===== config.mk =====
export PLATFORM = sky130hd
export DESIGN_NAME = neopixel_frame_buffer
export DESIGN_NICKNAME = d
export VERILOG_FILES = /design/src/rtl/neopixel_frame_buffer.sv
export SDC_FILE = /design/constraint.sdc
export NUM_CORES = 1
export LEC_CHECK = 0
export ABC_AREA = 1
export CELL_PAD_IN_SITES_DETAIL_PLACEMENT = 0
export CELL_PAD_IN_SITES_GLOBAL_PLACEMENT = 2
export CORE_UTILIZATION = 40
export CTS_BUF_LIST = sky130_fd_sc_hd__clkbuf_4 sky130_fd_sc_hd__clkbuf_8
export CTS_CLUSTER_SIZE = 10
export DETAILED_ROUTE_END_ITERATION = 8
export HOLD_SLACK_MARGIN = 0.08
export PLACE_DENSITY = 0.8
export SYNTH_ARGS = -nofsm -noshare
export SYNTH_HDL_FRONTEND = slang
export SYNTH_SLANG_ARGS = --single-unit

===== constraint.sdc =====
create_clock -name i_clk -period 3.8 [get_ports i_clk]
set_input_delay 0.38 -clock i_clk [delete_from_list [all_inputs] [get_ports i_clk]]
set_output_delay 0.38 -clock i_clk [all_outputs]
set_load 0.005 [all_outputs]

===== src/rtl/neopixel_frame_buffer.sv =====
// Double-buffered pixel store and frame scheduler feeding the NeoPixel serialiser.
// Optional per-channel brightness scaling on the read port: define NEOPIXEL_FB_BRIGHTNESS_EN.
module neopixel_frame_buffer #(
  parameter int NUM_PIXELS     = 8,
  parameter int REFRESH_CYCLES = 450000,
  parameter int TIMER_W        = 20
) (
  input  logic        i_clk,
  input  logic        i_reset,
  input  logic        i_wr_en,
  input  logic [7:0]  i_wr_addr,
  input  logic [23:0] i_wr_data,
  input  logic        i_commit,
  output logic        o_commit_pend,
  input  logic        i_refresh_en,
  input  logic [7:0]  i_tx_addr,
  output logic [23:0] o_tx_data,
  output logic        o_tx_start,
  output logic [15:0] o_frame_cnt
`ifdef NEOPIXEL_FB_BRIGHTNESS_EN
  ,
  input  logic [7:0]  i_brightness
`endif
);

  localparam int                 AW         = (NUM_PIXELS > 1) ? $clog2(NUM_PIXELS) : 1;
  localparam logic [7:0]         PIX_LIMIT  = 8'(NUM_PIXELS);
  localparam logic [TIMER_W-1:0] TIMER_LAST = TIMER_W'(REFRESH_CYCLES - 1);
  localparam logic [TIMER_W-1:0] TIMER_ONE  = TIMER_W'(1);

  typedef enum logic [1:0] {
    S_IDLE  = 2'd0,
    S_SWAP  = 2'd1,
    S_START = 2'd2
  } state_e;

  state_e             state_q;
  logic               front_q;
  logic               pend_q;
  logic               start_q;
  logic [15:0]        frame_cnt_q;
  logic [TIMER_W-1:0] timer_q;
  logic [TIMER_W-1:0] timer_d;
  logic               tick_s;
  logic               wr_hit_s;
  logic [23:0]        raw_s;

  logic [23:0] bank0_q [NUM_PIXELS];
  logic [23:0] bank1_q [NUM_PIXELS];

  assign wr_hit_s = i_wr_en && (i_wr_addr < PIX_LIMIT);
  assign tick_s   = (timer_q == TIMER_LAST);
  assign timer_d  = tick_s ? {TIMER_W{1'b0}} : (timer_q + TIMER_ONE);

  // Host writes always land in the bank that is not being displayed before this edge.
  always_ff @(posedge i_clk) begin
    if (wr_hit_s) begin
      if (front_q) begin
        bank0_q[i_wr_addr[AW-1:0]] <= i_wr_data;
      end else begin
        bank1_q[i_wr_addr[AW-1:0]] <= i_wr_data;
      end
    end
  end

  // Free-running frame timer; the wrap cycle is the frame tick.
  always_ff @(posedge i_clk) begin
    if (i_reset) begin
      timer_q <= {TIMER_W{1'b0}};
    end else begin
      timer_q <= timer_d;
    end
  end

  // Frame scheduler: swap banks only at the tick boundary, then issue the start pulse.
  always_ff @(posedge i_clk) begin
    if (i_reset) begin
      state_q     <= S_IDLE;
      front_q     <= 1'b0;
      pend_q      <= 1'b0;
      start_q     <= 1'b0;
      frame_cnt_q <= 16'd0;
    end else begin
      start_q <= 1'b0;
      case (state_q)
        S_IDLE: begin
          pend_q <= pend_q | i_commit;
          if (tick_s) begin
            state_q <= S_SWAP;
          end else begin
            state_q <= S_IDLE;
          end
        end
        S_SWAP: begin
          // A commit arriving in this cycle survives the clear and waits for the next tick.
          front_q <= front_q ^ pend_q;
          pend_q  <= i_commit;
          state_q <= S_START;
        end
        S_START: begin
          pend_q  <= pend_q | i_commit;
          start_q <= i_refresh_en;
          if (i_refresh_en) begin
            frame_cnt_q <= frame_cnt_q + 16'd1;
          end else begin
            frame_cnt_q <= frame_cnt_q;
          end
          state_q <= S_IDLE;
        end
        default: begin
          pend_q  <= pend_q | i_commit;
          state_q <= S_IDLE;
        end
      endcase
    end
  end

  // Zero-latency front-bank read; out-of-range addresses read as black.
  always_comb begin
    raw_s = 24'h000000;
    if (i_tx_addr < PIX_LIMIT) begin
      if (front_q) begin
        raw_s = bank1_q[i_tx_addr[AW-1:0]];
      end else begin
        raw_s = bank0_q[i_tx_addr[AW-1:0]];
      end
    end else begin
      raw_s = 24'h000000;
    end
  end

`ifdef NEOPIXEL_FB_BRIGHTNESS_EN
  function automatic logic [7:0] scale_ch(input logic [7:0] ch, input logic [7:0] level);
    logic [16:0] prod;
    prod = {9'd0, ch} * ({9'd0, level} + 17'd1);
    return prod[15:8];
  endfunction

  assign o_tx_data = {scale_ch(raw_s[23:16], i_brightness),
                      scale_ch(raw_s[15:8],  i_brightness),
                      scale_ch(raw_s[7:0],   i_brightness)};
`else
  assign o_tx_data = raw_s;
`endif

  assign o_commit_pend = pend_q;
  assign o_tx_start    = start_q;
  assign o_frame_cnt   = frame_cnt_q;

endmodule


==> impl_results.md, run 1 <==
- Hold Vio Cnt, Final: 0
- Async set-reset flop share out of synthesis: 0%
- Period minus WS final: between 3000 and 4000 ps
- Max Cap Viol: 0
- Total Nets Final: roughly 2100
- PortBufs: 86
- CTS Buffer Depth: 3
- Mapped Area: between 15000 and 20000 um2
- Initial antenna violation count: 0
- Cts repair resizes: 0
- Vias in the first global route: 12500
- Drt pass-1 iters: 5
- Worst slew margin: between 30% and 40%
- Fin util: 47.6%
- Combined area of the multi-input logic cells: 4650 um2
- RePlAce Congestion: approximately 0.76
- DP HPWL: roughly 26000 um
- Storage cell area: 12400 um2
- Synth cell types: 28
- Iter 0 DRT Violations: 817
- Tot Pwr: 9.69 mW
- Final worst-path cycle share: 86.6%
- WHS: 385 ps
- DR WL/cell: 17.3 um
- Leak pwr: 9.10 nW
- Crit path launch type: flop
- Largest net degree at the start of global routing: 138
- First-pass GRT wire length: about 73000 um
- Critical path fanouts, max: 36
- Die Height: roughly 220 um
- Cell row count: 78
- Status: finished, final reports clean
- Data required, critical path: 3420 ps
- Residual DRC: 0
- Post-Syn Area per Cell: just under 10 um2
- Cells after synthesis: 1941
- Clock transition at the registers of the reported paths: about 60 ps
- Syn. warnings: 0
- Inserted Diodes: 0
- Setup violators final: 0
- Syn nets: between 1500 and 2000
- Synth area leader: edfxtp_1
- Setup repair bufs after CTS: 0
- Number of buffers created by CTS: 75
- Routed vias: 12900
- Synth Register Bits: 425
- Post-route ant nets: 0
- Core region area: 45800 um2
- Number of synthesized flops with an enable pin: 384
- Initial Utilization: 40.9%
- DR vias/cell: 4.77
- Crit path kind: reg -> out
- Routed WL: 46900 um
- Crit path arrival time: 2910 ps
- Clk Latency, worst-skew pair: 630 ps
- Maximum vdd drop: 0.221 mV
- Clock root cell: clkbuf_8
- Clk sinks: 425
- Final Skew: approximately 24 ps
- CTS tree: done
- Area growth syn-to-layout: 16.6%
- Die area: about 48000 um2
- H-tree Lvls: 3
- RSZ-0062 raised after global routing: no
- Top cell type's share of synthesized area: 61.7%
- Sum Neg Setup Slack: 0 ps
- Slew Limit Fails: 0
- Tightest Hold Check Type: in -> reg
- Fraction of layout cells with a size suffix above 1: 8.63%
- Slew @ Worst Pin: 1020 ps
- Area contributors post-synth: edfxtp_1 (62%), nand2_1 (11%), nand3_1 (7.8%)
- Overflow after GRT: 0
- Power Density: 444 nW/um2
- Hold buffer count at CTS: 0
- Io pins: 87
- Highest Clock Rate: 304 MHz
- Die X: around 220 um
- Layout fillers: approximately 4300
- Global Route Usage Sum: a little over 20%
- Synth Flop Type: edfxtp_1
- Register area share after synthesis: 66.1%
- CP endpoint kind: output port
[report_power, final]
part / total, mW / switching, mW / internal (mW) / leakage [nW]
combinational: 0.481 / 0.333 / 0.149 / 4.55
clock: 4.10 / 1.83 / 2.27 / 0.762
sequential: 5.10 / 0.00368 / 5.10 / 3.78
total: 9.69 / 2.17 / 7.52 / 9.10
[kinds of logic after synthesis]
kind of cell / count (synthesis) / synth area share (%)
buf+inv: 463 / 9.75
simple gates: 984 / 22.1
xor+xnor: 9 / 0.422
flops: 425 / 66.1
compound gates: 58 / 1.57
fa+ha+maj: 2 / 0.134
[metal layers]
metal | share of wire [%] | vias to the layer above | wire length [um] | GRT usage, %
met3 | 5.4 | 53 | 2510 | 3.98
met1 | 46 | 6134 | 21600 | 27.4
met2 | 47 | 302 | 22100 | 32.7
met5 | 0 | - | 0 | 0
met4 | 1.6 | 0 | 733 | 6.25
li1 | - | 6426 | - | -
[synth_stat cells (all sizes together) (3+ instances only)]
library cell	instances
nand2	572
edfxtp	384
inv	379
nand3	292
nor2	99
buf	65
a21oi	43
dfxtp	41
clkbuf	18
o21ai	13
nor3	8
xor2	6
nand3b	5
nand4	5
xnor2	3
[layout make-up]
class                   count  share of cell area [%]
clock buffers             110                    6.00
flip-flops and latches    425                    56.7
well taps                 600                    3.44
multi-input cells        1053                    21.3
repair buffers            121                    5.41
clock inverters            21                   0.603
inverters                 380                    6.57
[cells in the final DEF, fill, tap and decap left out, types with 33 or more instances in the layout]
master / netlist / routed
edfxtp_1: 384 / 384
inv_1: 377 / 376
nand3_1: 292 / 292
nand2_1: 571 / 571
clkbuf_8: 0 / 77
clkdlybuf4s50_1: 0 / 83
clkbuf_4: 0 / 33
nor2_1: 98 / 82
dfxtp_1: 41 / 41
a21oi_1: 43 / 43
[final timing paths]
path / end / start / depth (start not counted) / slack, ps
max: o_tx_data[10] / front_q / 5 / 510
min: o_commit_pend / i_commit / 3 / 390
max reg2reg: bank1_q[4][14] / front_q / 5 / 1490
min reg2reg: timer_q[19] / timer_q[19] / 2 / 460
[sequential cells by signal (all words and copies together), names as in the netlist]
register,count
o_commit_pend,1
timer_q,20
front_q,1
o_tx_start,1
o_frame_cnt,16
bank1_q,192
bank0_q,192
state_q,2
[critical path, cell delays in order (launching register included)]
cell             delay (ps)
dfxtp_1                 340
inv_2                   740
buf_4                   390
a21oi_1                 140
nor2_1                  140
clkdlybuf4s50_1         510
[through the flow]
stage | cells | setup WS (ps) | cell area, um2
2_1_floorplan | 1941 | 1450 | 18700
3_3_place_gp | 2579 | 841 | 20400
3_5_place_dp | 2579 | 833 | 20400
4_1_cts | 2710 | 431 | 21800
5_1_grt | 2710 | 399 | 21800
6_report | 2710 | 509 | 21800
(Power assumes the default switching activity.)
==> inputs of run 2 (changes only) <==
--- a/config.mk
+++ b/config.mk
@@ -8,12 +8,13 @@
 export ABC_AREA = 1
 export CELL_PAD_IN_SITES_DETAIL_PLACEMENT = 0
 export CELL_PAD_IN_SITES_GLOBAL_PLACEMENT = 2
+export CORE_MARGIN = 10
 export CORE_UTILIZATION = 40
 export CTS_BUF_LIST = sky130_fd_sc_hd__clkbuf_4 sky130_fd_sc_hd__clkbuf_8
 export CTS_CLUSTER_SIZE = 10
 export DETAILED_ROUTE_END_ITERATION = 8
 export HOLD_SLACK_MARGIN = 0.08
-export PLACE_DENSITY = 0.8
+export PLACE_DENSITY = 0.87
 export SYNTH_ARGS = -nofsm -noshare
 export SYNTH_HDL_FRONTEND = slang
 export SYNTH_SLANG_ARGS = --single-unit
==> impl_results.md, run 2 (synthesized netlist as in run 1, its figures left out) <==
- Most common cell after layout, fill and taps aside: nand2_1
- PortBufs: 86 (unchanged)
- Crit path kind: reg -> out
- Final worst-path cycle share: 81.6% (-5.0 points)
- Die Height: 236 um (+8.2%)
- Maximum vdd drop: 0.202 mV (-8.7%)
- Number of buffers created by CTS: 72 (-4.0%)
- Overflow after GRT: 0 (unchanged)
- Global Route Usage Sum: 16.7% (-3.5 points)
- Vias in the first global route: 12600 (+0.29%)
- DR WL/cell: 17.4 um (+0.61%)
- Iter 0 DRT Violations: 919 (+12%)
- Leak pwr: 9.11 nW (+0.17%)
- Hold buffer count at CTS: 0 (unchanged)
- Status: finished, final reports clean
- Period minus WS final: 3100 ps (-191 ps)
- CTS tree: done
- Setup violators final: 0 (unchanged)
- Logic gate share of total power: 5.0% (about the same)
- Int Power: 7.46 mW (-0.67%)
- Final Skew: 20.8 ps (-2.92 ps)
- Slew Limit Fails: 0 (unchanged)
- Largest net degree at the start of global routing: 170 (+23%)
- Hold Vio Cnt, Final: 0 (unchanged)
- Max Cap Viol: 0 (unchanged)
- Psw: 2.12 mW (-2.2%)
- Area growth syn-to-layout: 17.1%
- Sum Neg Setup Slack: 0 ps (unchanged)
- Tightest Hold Check Type: in -> reg
- DR vias/cell: 4.79 (+0.45%)
- Initial Utilization: 40.3% (-0.52 points)
- H-tree Lvls: 3 (unchanged)
- Drt pass-1 iters: 5 (unchanged)
- Worst-path cell chain: inv_2 -> buf_4 -> a21oi_1 -> nor2_1 -> clkdlybuf4s50_1
- Most frequent cells in the layout: nand2_1 (571), edfxtp_1 (384), inv_1 (376)
- Max stage delay cell, worst path: clkdlybuf4s50_1
- Fraction of layout cells with a size suffix above 1: 8.39% (-0.23 points)
- Data required, critical path: 3420 ps (about the same)
- Critical path fanouts, max: 29 (-19%)
- Routed vias: 13000 (+0.70%)
- RSZ-0062 raised after global routing: no
- Routed WL: 47300 um (+0.87%)
- Final Instance Count excl. Fillers: 2717 (+0.26%)
- Clk sinks: 425 (unchanged)
- Crit path arrival time: 2720 ps (-190 ps)
- RePlAce Congestion: 0.801 (+5.8%)
- Flop pwr share: 53.2% (+0.5 points)
- Initial antenna violation count: 5 (+5)
- Highest Clock Rate: 323 MHz (+6.1%)
- Sw Share: 22.1% (-0.27 points)
- Tot Pwr: 9.59 mW (-1.0%)
- Setup repair bufs after CTS: 0 (unchanged)
- Crit path launch type: flop
- CP endpoint kind: output port
- CTS Buffer Depth: 3 (unchanged)
- Die area: 55800 um2 (+17%)
- Clock transition at the registers of the reported paths: 60 ps (about the same)
- Core region area: 46400 um2 (+1.3%)
- Clock power frac: 41.8% (-0.5 points)
- Total Nets Final: 2102 (-0.048%)
- Clk Latency, worst-skew pair: 610 ps (-20 ps)
- Io pins: 87 (unchanged)
- Slew @ Worst Pin: 1040 ps (+23.9 ps)
- Residual DRC: 0 (unchanged)
- Die X: 236 um (+8.2%)
- Post-route ant nets: 0 (unchanged)
- Clock root cell: clkbuf_8
- First-pass GRT wire length: 73300 um (+0.43%)
- Max stage delay on crit path: 530 ps (-210 ps)
- Power Density: 438 nW/um2 (-1.4%)
- Cts repair resizes: 0 (unchanged)
- Placed Cells: 2588 (+0.35%)
- DP HPWL: 27400 um (+7.6%)
- Worst slew margin: 30.5% (-1.5 points)
- Cell row count: 79 (+1.3%)
run 2: cell types whose count changed in the layout (fill, tap and decap cells not counted), sizes merged:
cell,before,now
clkbuf,110,105
clkinv,16,21
buf,38,40
clkinvlp,3,1
diode,0,1
inv,381,380
run 2: per-stage QoR:
stage                     worst slack, ps  hold WS, ps  utilization (%)  area, um2
after detailed placement              706          457             44.2      20500
after global routing                  537          412             47.2      21900
after floorplan                      1450          430                -      18700
after CTS                             636          353             47.2      21900
final                                 699          414             47.2      21900
after global placement                779          439             44.2      20500
run 2: area by class of cell:
| class | instances | area (um2) |
|---|---|---|
| inverters | 380 | 1430 |
| flip-flops and latches | 425 | 12400 |
| clock inverters | 23 | 128 |
| repair buffers | 123 | 1290 |
| clock buffers | 105 | 1280 |
| fillers | 4328 | 24500 |
| well taps | 607 | 759 |
| multi-input cells | 1053 | 4650 |
| diodes | 1 | 2.50 |
run 2: critical path, delay by kind of cell, from the launching register on:
kind	cells	cell delay [ps]
DFF	1	310
and+or+nand+nor	1	170
AOI/OAI and AO/OA	1	70
buffers and inverters	3	1510
run 2: power by group through the flow:
stage,Sequential (mW),Combinational (mW),Clock (mW)
final,5.10,0.476,4.01
after global routing,5.10,0.532,4.34
after CTS,5.10,0.481,4.11
after detailed placement,5.20,0.479,0
after global placement,5.20,0.472,0
after floorplan,5.20,0.266,0
run 2: path summary, 6_finish.rpt:
check                    from            end  slack, ps  cells past startpoint
setup / recovery      front_q  o_tx_data[16]        700                      5
hold / removal       i_commit  o_commit_pend        410                      3
setup reg to reg      front_q  bank1_q[7][8]       1420                      5
hold reg to reg   timer_q[19]    timer_q[19]        460                      2
run 2: metal layers:
layer  up-vias  share of wire, %  routed length, um  GRT usage (%)
li1       6429                 -                  -              -
met1      6162                45              21400           21.6
met2       327                46              22000           26.9
met3        80               6.4               3040           4.21
met4         8               1.9                889           5.44
met5         -              0.12                 59              0
